[src/rtl/rng_pkg.sv]
// rtl/rng_pkg.sv - shared LFSR constants, FSM state type and step function
package rng_pkg;

  localparam int LFSR_W = 31;
  localparam int TAP_A  = 30;
  localparam int TAP_B  = 27;
  localparam int TAP_C  = 5;

  typedef enum logic [1:0] {
    ST_WARMUP  = 2'd0,
    ST_READY   = 2'd1,
    ST_STEP    = 2'd2,
    ST_DELIVER = 2'd3
  } state_e;

  function automatic logic [LFSR_W-1:0] lfsr_next(input logic [LFSR_W-1:0] s);
    return {s[LFSR_W-2:0], s[TAP_A] ^ s[TAP_B] ^ s[TAP_C]};
  endfunction

endpackage

[src/rtl/rng_arbiter_if.sv]
// rtl/rng_arbiter_if.sv - requester-side request/grant/word bundle
interface rng_arbiter_if #(
  parameter int NREQ = 4
);
  import rng_pkg::*;

  logic [NREQ-1:0]   req;
  logic [NREQ-1:0]   gnt;
  logic [LFSR_W-1:0] rnd_data;
  logic              rnd_valid;

  modport master (output req, input gnt, input rnd_data, input rnd_valid);
  modport slave  (input req, output gnt, output rnd_data, output rnd_valid);

endinterface

[src/rtl/lfsr31_step.sv]
// rtl/lfsr31_step.sv - 31-bit Fibonacci LFSR register with load and shift enables
module lfsr31_step
  import rng_pkg::*;
#(
  parameter logic [LFSR_W-1:0] RESET_VAL = 31'h2545_F491
) (
  input  logic              clk_i,
  input  logic              rst_ni,
  input  logic              load_i,
  input  logic              shift_i,
  input  logic [LFSR_W-1:0] load_val_i,
  output logic [LFSR_W-1:0] state_o
);

  logic [LFSR_W-1:0] lfsr_q, lfsr_d;

  // A load always beats a shift so a reseed lands exactly as given.
  always_comb begin
    lfsr_d = lfsr_q;
    if (load_i) begin
      lfsr_d = load_val_i;
    end else if (shift_i) begin
      lfsr_d = lfsr_next(lfsr_q);
    end
  end

  always_ff @(posedge clk_i) begin
    if (!rst_ni) begin
      lfsr_q <= RESET_VAL;
    end else begin
      lfsr_q <= lfsr_d;
    end
  end

  assign state_o = lfsr_q;

endmodule

[src/rtl/rng_arbiter.sv]
// rtl/rng_arbiter.sv - seeds, warms up and shares one LFSR among NREQ round-robin requesters
module rng_arbiter
  import rng_pkg::*;
#(
  parameter int                NREQ         = 4,
  parameter int                STEPS        = 31,
  parameter int                WARMUP       = 64,
  parameter logic [LFSR_W-1:0] DEFAULT_SEED = 31'h2545_F491
) (
  input  logic              qzt_clk,
  input  logic              reset_n,
  input  logic              seed_load,
  input  logic [LFSR_W-1:0] seed,
  output logic              busy,
  rng_arbiter_if.slave      bus
);

  localparam int IDX_W = $clog2(NREQ);

  state_e            state_q, state_d;
  logic [9:0]        warm_cnt_q, warm_cnt_d;
  logic [7:0]        step_cnt_q, step_cnt_d;
  logic [IDX_W-1:0]  rr_q, rr_d;
  logic [IDX_W-1:0]  winner_q, winner_d;
  logic [LFSR_W-1:0] data_q, data_d;
  logic [IDX_W-1:0]  pick_idx;
  logic [LFSR_W-1:0] lfsr_q;
  logic [LFSR_W-1:0] load_val;
  logic              lfsr_load, lfsr_shift, deliver;

  assign load_val = (seed == '0) ? DEFAULT_SEED : seed;

  lfsr31_step #(.RESET_VAL(DEFAULT_SEED)) u_lfsr (
    .clk_i      (qzt_clk),
    .rst_ni     (reset_n),
    .load_i     (lfsr_load),
    .shift_i    (lfsr_shift),
    .load_val_i (load_val),
    .state_o    (lfsr_q)
  );

  // Descending scan so the lowest offset from rr_q is the last (winning) write.
  always_comb begin
    pick_idx = rr_q;
    for (int i = NREQ - 1; i >= 0; i--) begin
      if (bus.req[IDX_W'((int'(rr_q) + i) % NREQ)]) begin
        pick_idx = IDX_W'((int'(rr_q) + i) % NREQ);
      end
    end
  end

  always_comb begin
    state_d    = state_q;
    warm_cnt_d = warm_cnt_q;
    step_cnt_d = step_cnt_q;
    rr_d       = rr_q;
    winner_d   = winner_q;
    data_d     = data_q;
    lfsr_load  = 1'b0;
    lfsr_shift = 1'b0;
    deliver    = 1'b0;
    if (seed_load) begin
      lfsr_load  = 1'b1;
      warm_cnt_d = '0;
      state_d    = ST_WARMUP;
    end else begin
      unique case (state_q)
        ST_WARMUP: begin
          if (WARMUP == 0) begin
            state_d = ST_READY;
          end else begin
            lfsr_shift = 1'b1;
            warm_cnt_d = warm_cnt_q + 10'd1;
            if (warm_cnt_q == 10'(WARMUP - 1)) state_d = ST_READY;
          end
        end
        ST_READY: begin
          if (|bus.req) begin
            winner_d   = pick_idx;
            step_cnt_d = '0;
            state_d    = ST_STEP;
          end
        end
        ST_STEP: begin
          lfsr_shift = 1'b1;
          step_cnt_d = step_cnt_q + 8'd1;
          if (step_cnt_q == 8'(STEPS - 1)) state_d = ST_DELIVER;
        end
        ST_DELIVER: begin
          deliver = 1'b1;
          data_d  = lfsr_q;
          rr_d    = (winner_q == IDX_W'(NREQ - 1)) ? '0 : winner_q + 1'b1;
          state_d = ST_READY;
        end
        default: state_d = ST_WARMUP;
      endcase
    end
  end

  always_ff @(posedge qzt_clk) begin
    if (!reset_n) begin
      state_q    <= ST_WARMUP;
      warm_cnt_q <= '0;
      step_cnt_q <= '0;
      rr_q       <= '0;
      winner_q   <= '0;
      data_q     <= '0;
    end else begin
      state_q    <= state_d;
      warm_cnt_q <= warm_cnt_d;
      step_cnt_q <= step_cnt_d;
      rr_q       <= rr_d;
      winner_q   <= winner_d;
      data_q     <= data_d;
    end
  end

  // Word and grant are gated combinationally so a same-cycle reseed suppresses them.
  assign bus.rnd_valid = deliver;
  assign bus.gnt       = deliver ? (NREQ'(1) << winner_q) : '0;
  assign bus.rnd_data  = deliver ? lfsr_q : data_q;
  assign busy          = (state_q != ST_READY);

endmodule
[src/flat_wrapper.sv]
// flat-port wrapper written by rule: the top's interface ports become plain ports
module rng_arbiter_flat import rng_pkg::*;
#(
  parameter int                NREQ         = 4,
  parameter int                STEPS        = 31,
  parameter int                WARMUP       = 64,
  parameter logic [LFSR_W-1:0] DEFAULT_SEED = 31'h2545_F491
)
  (qzt_clk, reset_n, seed_load, seed, busy, bus_req, bus_gnt, bus_rnd_data, bus_rnd_valid);
  rng_arbiter_if #(.NREQ(NREQ)) bus_i ();
  input  logic qzt_clk;
  input  logic reset_n;
  input  logic seed_load;
  input  logic [LFSR_W-1:0] seed;
  output logic busy;
  input wire logic [$bits(bus_i.req)-1:0] bus_req;
  output wire logic [$bits(bus_i.gnt)-1:0] bus_gnt;
  output wire logic [$bits(bus_i.rnd_data)-1:0] bus_rnd_data;
  output wire logic [$bits(bus_i.rnd_valid)-1:0] bus_rnd_valid;
  assign bus_i.req = bus_req;
  assign bus_gnt = bus_i.gnt;
  assign bus_rnd_data = bus_i.rnd_data;
  assign bus_rnd_valid = bus_i.rnd_valid;
  rng_arbiter #(.NREQ(NREQ), .STEPS(STEPS), .WARMUP(WARMUP), .DEFAULT_SEED(DEFAULT_SEED)) u_core (.qzt_clk(qzt_clk), .reset_n(reset_n), .seed_load(seed_load), .seed(seed), .busy(busy), .bus(bus_i));
endmodule
[config.mk]
export PLATFORM = sky130hd
export DESIGN_NAME = rng_arbiter_flat
export DESIGN_NICKNAME = d
export VERILOG_FILES = /design/src/rtl/rng_pkg.sv /design/src/rtl/rng_arbiter_if.sv /design/src/rtl/lfsr31_step.sv /design/src/rtl/rng_arbiter.sv /design/src/flat_wrapper.sv
export SDC_FILE = /design/constraint.sdc
export NUM_CORES = 1
export LEC_CHECK = 0
export BUFFER_PORTS_ARGS = -buffer_cell sky130_fd_sc_hd__buf_2
export CAP_MARGIN = 20
export CORE_MARGIN = 2
export CORE_UTILIZATION = 45
export CTS_BUF_LIST = sky130_fd_sc_hd__clkbuf_8
export CTS_CLUSTER_DIAMETER = 60
export DETAILED_ROUTE_END_ITERATION = 16
export HOLD_SLACK_MARGIN = 0.08
export PLACE_DENSITY = 0.7
export RECOVER_POWER = 100
export SYNTH_ARGS = -nofsm -noshare
export SYNTH_HDL_FRONTEND = slang
export SYNTH_SLANG_ARGS = --single-unit
export TNS_END_PERCENT = 1
[constraint.sdc]
create_clock -name qzt_clk -period 2.05 [get_ports qzt_clk]
set_input_delay 0.205 -clock qzt_clk [delete_from_list [all_inputs] [get_ports qzt_clk]]
set_output_delay 0.205 -clock qzt_clk [all_outputs]
set_load 0.02 [all_outputs]
# After elaboration in Yosys (flattened, before gate mapping)

Index checks and enable logic that the tools add are counted.

$add $sub $neg: 6
Magnitude comparators: 4
Eq/ne operators: 10
Shift-type cells: 1
Mux-type cells: 33
Bitwise logic cells: 4
Reduce and logical (&&, ||, !) cells: 11

Operators by type and width:

| cell                                                       | number |
|---|---|
| 2-to-1 mux 31 bit                                          | 4 |
| logical NOT 31 bit                                         | 1 |
| less-than comparator 2 x 4 -> 1 bit, second input constant | 4 |
| 2-to-1 mux 2 bit                                           | 8 |
| one-hot mux 8 bit (2 select lines)                         | 1 |
| 2-to-1 mux 1 bit                                           | 13 |
| adder 10 x 1 -> 10 bit, second input constant              | 1 |
| == test 10 x 6 -> 1 bit, second input constant             | 1 |
| AND reduction 3 bit                                        | 3 |
| adder 8 x 1 -> 8 bit, second input constant                | 1 |
| binary-select mux 1 bit (select 2 bit)                     | 4 |
| == test 8 x 5 -> 1 bit, second input constant              | 1 |
| 2-to-1 mux 8 bit                                           | 1 |
| != test 2 x 1 -> 1 bit, second input constant              | 4 |
| one-hot mux 2 bit (4 select lines)                         | 1 |
| == test 2 bit, second input constant                       | 3 |
| adder 2 x 1 -> 2 bit, second input constant                | 2 |
| adder 2 bit, second input constant                         | 2 |
| 2-to-1 mux 4 bit                                           | 1 |
| nonzero test 2 bit                                         | 2 |
| OR reduction 2 bit                                         | 2 |
| OR reduction 4 bit                                         | 1 |
| left shift 1 x 2 -> 4 bit, first input constant            | 1 |
| == test 2 x 1 -> 1 bit, second input constant              | 1 |
| other kinds (4)                                            | 6 |

Flip-flop bits (word level): 86
Bits of input ports: 38
Output and inout bits: 37
Word-level logic and storage cells: 76

# Longest topological paths before layout

Word-level depth: 8
Depth in mapped cells: 8
Gate-level depth less buffers: 6

# By module

A second synthesis with hierarchy kept.

Cell total of the unflattened synthesis: 455
Area, all modules: 4388.0 um2

Modules (own cells, without submodules):

| module      | instances | cells each | area each (um2) | seq. area each (um2) |
|---|---|---|---|---|
| rng_arbiter | 1         | 300        | 2824.0          | 1101.1 |
| lfsr31_step | 1         | 155        | 1564.0          | 620.6 |

# Worst setup path after synthesis

OpenSTA, ideal clock, no wires.

Path kind: register to register
Start point: register u_core.state_q[0]
End point: register u_core.u_lfsr.lfsr_q[17], in the netlist u_core.u_lfsr.state_o[17]
Setup time: 0.128 ns
Data arrival time: 1.777 ns
Required time: 1.922 ns
Path slack: 0.146 ns
Stages on the path, launching flop included: 9
Buffers on the path: 2
Clock period less this slack: 1.904 ns
Cell sequence: dfxtp_1 > inv_1 > ha_1 > buf_2 > nor2_2 > clkbuf_1 > mux2_2 > mux2i_1 > nor2_1

Word-level cells in the longest chain between the ends: 5
Elaborated cells on any way between the ends: 6
Classes of those cells: eq/ne (1); mux (2); reduce/logical (3)

RTL lines:

| what                                                      | line               | RTL |
|---|---|---|
| start: declaration                                        | rng_arbiter.sv:20  | `state_e state_q, state_d;` |
| start signal: assignment                                  | rng_arbiter.sv:109 | `state_q <= state_d;` |
| == test 2 bit / logical NOT 2 bit (equally long branches) | rng_arbiter.sv:67  | `unique case (state_q)` |
| OR reduction 2 bit (no line) (*)                          | n/a                |  |
| 2-to-1 mux 1 bit (*)                                      | n/a                |  |
| 2-to-1 mux 1 bit (*)                                      | rng_arbiter.sv:62  | `if (seed_load) begin` |
| nonzero test 2 bit (no line) (*)                          | n/a                |  |
| end signal: assignment                                    | lfsr31_step.sv:31  | `lfsr_q <= lfsr_d;` |
| end: declaration                                          | lfsr31_step.sv:15  | `logic [LFSR_W-1:0] lfsr_q, lfsr_d;` |

Mark *: on every way between the ends. The rest lies on a longest branch, timed or not.
A chain may end at the register's enable or synchronous reset.

# Worst setup path after layout

Start point: register u_core.state_q[0]
End point: output bus_rnd_data[12]

Word-level cells in the longest chain between the ends: 4

RTL lines:

| what              | line               | RTL |
|---|---|---|
| == test 2 bit     | rng_arbiter.sv:67  |  |
| 2-to-1 mux 1 bit  | rng_arbiter.sv:67  |  |
| 2-to-1 mux 1 bit  | rng_arbiter.sv:62  |  |
| 2-to-1 mux 31 bit | rng_arbiter.sv:121 | `assign bus.rnd_data = deliver ? lfsr_q : data_q;` |
| end: declaration  | flat_wrapper.sv:18 | `output wire logic [$bits(bus_i.rnd_data)-1:0] bus_rnd_data;` |

Every way passes these cells.

==> out/qor.csv <==
stage;metric;value;unit
setup_path;Critical R2R Capture;u_core.step_cnt_q[6]$_SDFFE_PN0P_;
clock_tree;Worst-path clk slew;0.08;ns
finish;commonest cells after routing, fill and taps aside;84 x dfxtp_1, 57 x buf_2, 45 x mux2_2;
drt;routed length per placed instance;15.2;um
setup_path;critical path endpoint;bus_rnd_data[12];
setup_path;CP Launch Type;register;
pwr;Internal Power;2400;uW
global_route;grt ovf;0;
floorplanning;die footprint;10000;um2
pwr;Net Sw Frac;23.1;%
pwr;sequential share of power;56.1;%
setup_path;crit-path max FO;7;
timing;Least-Margin Pin Slew;0.563;ns
global_route;GRT Total Usage;18.8;%
timing;clk_skew;0.0118;ns
yosys;#FFs+latches synth;86;
clock_tree;Root Buffer;clkbuf_8;
timing;final hold viol count;0;
global_route;largest net degree at the start of global routing;47;
setup_path;crit-path max cell delay;0.37;ns
yosys;post-synth net total;485;
setup_path;CP Capture Type;primary output;
drt;Via Count;3287;
yosys;Async S/R FF share, synth;0;%
drt;post-route ant nets;0;
drt;Final Routed Wirelength;9450;um
floorplanning;DIE WIDTH;100;um
floorplanning;IO Count;75;
timing;slack of the critical path;0.00993;ns
min_path;Hold Crit Class;in -> reg;
placed_design;GPL Wtd Cong;0.830;
run;max_cap viols;0;
clock_tree;maximum clock path buffer count;2;
clock_tree;Clock Latency Late Sink;0.34;ns
setup_path;Worst EP arrival;1.84;ns
yosys;number of enable-type register cells in the synthesized netlist;0;
finish;design area;5060;um2
global_route;first-pass GRT wire length;15000;um
yosys;Primary FF master, synth;dfxtp_1;
drt;1st-pass router iterations;5;
drt;DR iter-0 viols;161;
setup_path;CP max stage cell;dfxtp_4;
clock_tree;CTS tree;yes;
outcome;status;completed;
global_route;vias in the first global route;3173;
yosys;count of cell types in the netlist;40;
yosys;Seq/Total Area, Yosys;41.4;%
pwr;clock share of power;36.2;%
finish;share of cells above drive strength 1;31.1;%
pwr;pwr/cell area;617;nW/um2
yosys;Post-Synthesis Cells;436;
finish;NumNets Final;559;
timing;Final Cycle Share;99.5;%
placed_design;PortBufs;74;
setup_path;Levels on crit path;6;
setup_path;worst endpoint required time;1.85;ns
drt;DR DRC count;0;
timing;count of final setup violators;0;
setup_path;crit-path cells;ha_4 -> nor2b_4 -> buf_6 -> clkbuf_16 -> mux2_2 -> buf_2;
timing;RSZ-0062 raised after global routing;true;
floorplanning;Core Region;9110;um2
setup_path;CP Class;reg -> out;
yosys;mapped cell area;4160;um2
pwr;maximum vdd ir drop;0.268;mV
yosys;syn avg cell area;9.54;um2
min_path;Hold Startpoint;seed[11];
pwr;net switching power;723;uW
pwr;total power;3120;uW
floorplanning;row count;35;
finish;fill count;814;
global_route;initial antenna violation count;0;
finish;diode count;0;
yosys;YS warnings;0;
finish;Area Growth Syn to Fin;21.7;%
setup_path;R2R depth;7;
pwr;Leak;0.00211;uW
placed_design;post-place instance area;4660;um2
finish;commonest non-fill, non-tap cell in the layout;dfxtp_1;
setup_path;CP Launch Point;u_core.state_q[0]$_SDFFE_PP0P_;
pwr;Comb power frac;7.7;%
setup_path;CP bufs+invs;3;
clock_tree;clk sinks;86;
timing;worst rel slew slack;62.5;%
timing;Slew Viols, Final;0;
floorplanning;die height;100;um
setup_path;Top delay family on crit path;buffers and inverters;
placed_design;pre-CTS setup slack;0.219;ns
timing;crit path time final;2.04;ns
timing;Peak Freq;0.490;GHz
floorplanning;starting density of the core;45.7;%
clock_tree;H-tree depth;3;
drt;vias per cell;5.28;
setup_path;Critical R2R Launch;u_core.state_q[0]$_SDFFE_PP0P_;
setup_path;flop-to-flop setup slack;0.17;ns
placed_design;hpwl dp;6350;um
clock_tree;CTS Buf Count;9;
worst min-delay path: stages:
cell and delay, ns:
buf_2 0.10, mux2i_1 0.06, nor2_1 0.07
worst min-delay path by stage:
stage	end	slack [ns]	cells past startpoint
after floorplan	u_core.u_lfsr.state_o[11]$_SDFFE_PN0P_	0.35	2
after global placement	u_core.u_lfsr.state_o[19]$_SDFFE_PN0P_	0.46	3
final	u_core.u_lfsr.state_o[11]$_SDFFE_PN0P_	0.12	3
after detailed placement	u_core.u_lfsr.state_o[21]$_SDFFE_PN0P_	0.48	3
after CTS	u_core.u_lfsr.state_o[11]$_SDFFE_PN0P_	0.11	3
after global routing	u_core.u_lfsr.state_o[9]$_SDFFE_PN0P_	0.13	3
power by group through the flow:
stage	combinational (uW)	sequential, uW	clock (uW)
after CTS	240	1750	1150
after detailed placement	238	1790	0
final	239	1750	1130
after floorplan	155	1780	0
after global placement	231	1790	0
after global routing	267	1760	1220
layer usage:
metal,vias to the layer above,global-route usage (%),wire length (um)
li1,1660,-,-
met1,1553,24.7,4370
met2,70,30.4,4630
met3,4,3.90,376
met4,0,6.95,67
met5,-,0,0
metrics by stage:
step           hold slack [ns]  TNS, ns  utilization (%)  instances
3_5_place_dp             0.475        0             51.1        602
5_1_grt                  0.128    -1.05             55.5        623
2_1_floorplan            0.352        0                -        436
4_1_cts                  0.111    -1.42             53.9        620
6_report                 0.125        0             55.5        623
3_3_place_gp             0.464        0             51.1        602
area by class of cell:
type	instances	area (um2)	share of cell area, %
multi-input cells	309	2310	45.7
flip-flops and latches	86	1730	34.2
repair buffers	90	649	12.8
well taps	111	139	2.74
clock buffers	10	138	2.72
inverters	14	52.6	1.04
clock inverters	3	38.8	0.767
cell usage after synthesis (14+ instances only):
cell | instances | area, um2
nor2_1 | 37 | 139
a21oi_1 | 22 | 110
nand2b_1 | 18 | 113
nor2b_1 | 15 | 93.8
buf_2 | 14 | 70.1
and2_1 | 36 | 225
mux2_2 | 48 | 541
dfxtp_1 | 86 | 1720
inv_1 | 14 | 52.6
mux2i_1 | 20 | 200
a211oi_1 | 19 | 143
cells by family (layout without fill, tap and decap cells):
kind of cell | after synthesis | in the layout | synth area share, %
mux | 68 | 68 | 17.8
buf+inv | 41 | 117 | 4.21
xor+xnor | 15 | 15 | 3.16
simple gates | 147 | 147 | 19.7
flops | 86 | 86 | 41.4
fa+ha+maj | 11 | 11 | 3.31
compound gates | 68 | 68 | 10.4
flip-flops by register name (all words and copies together), names as in the netlist:
name / cells
u_core.data_q: 31
u_core.rr_q: 2
u_core.state_q: 2
u_core.step_cnt_q: 8
u_core.u_lfsr.state_o: 31
u_core.warm_cnt_q: 10
u_core.winner_q: 2
timing repair:
action / 4_1_cts / 5_1_grt
hold buffers: 0 / 0
gates cloned: 1 / 1
setup endpoints to repair: 31 / 31
resized for setup: 6 / 34
setup buffers: 4 / 2
Power figures use the tool's default switching activity.
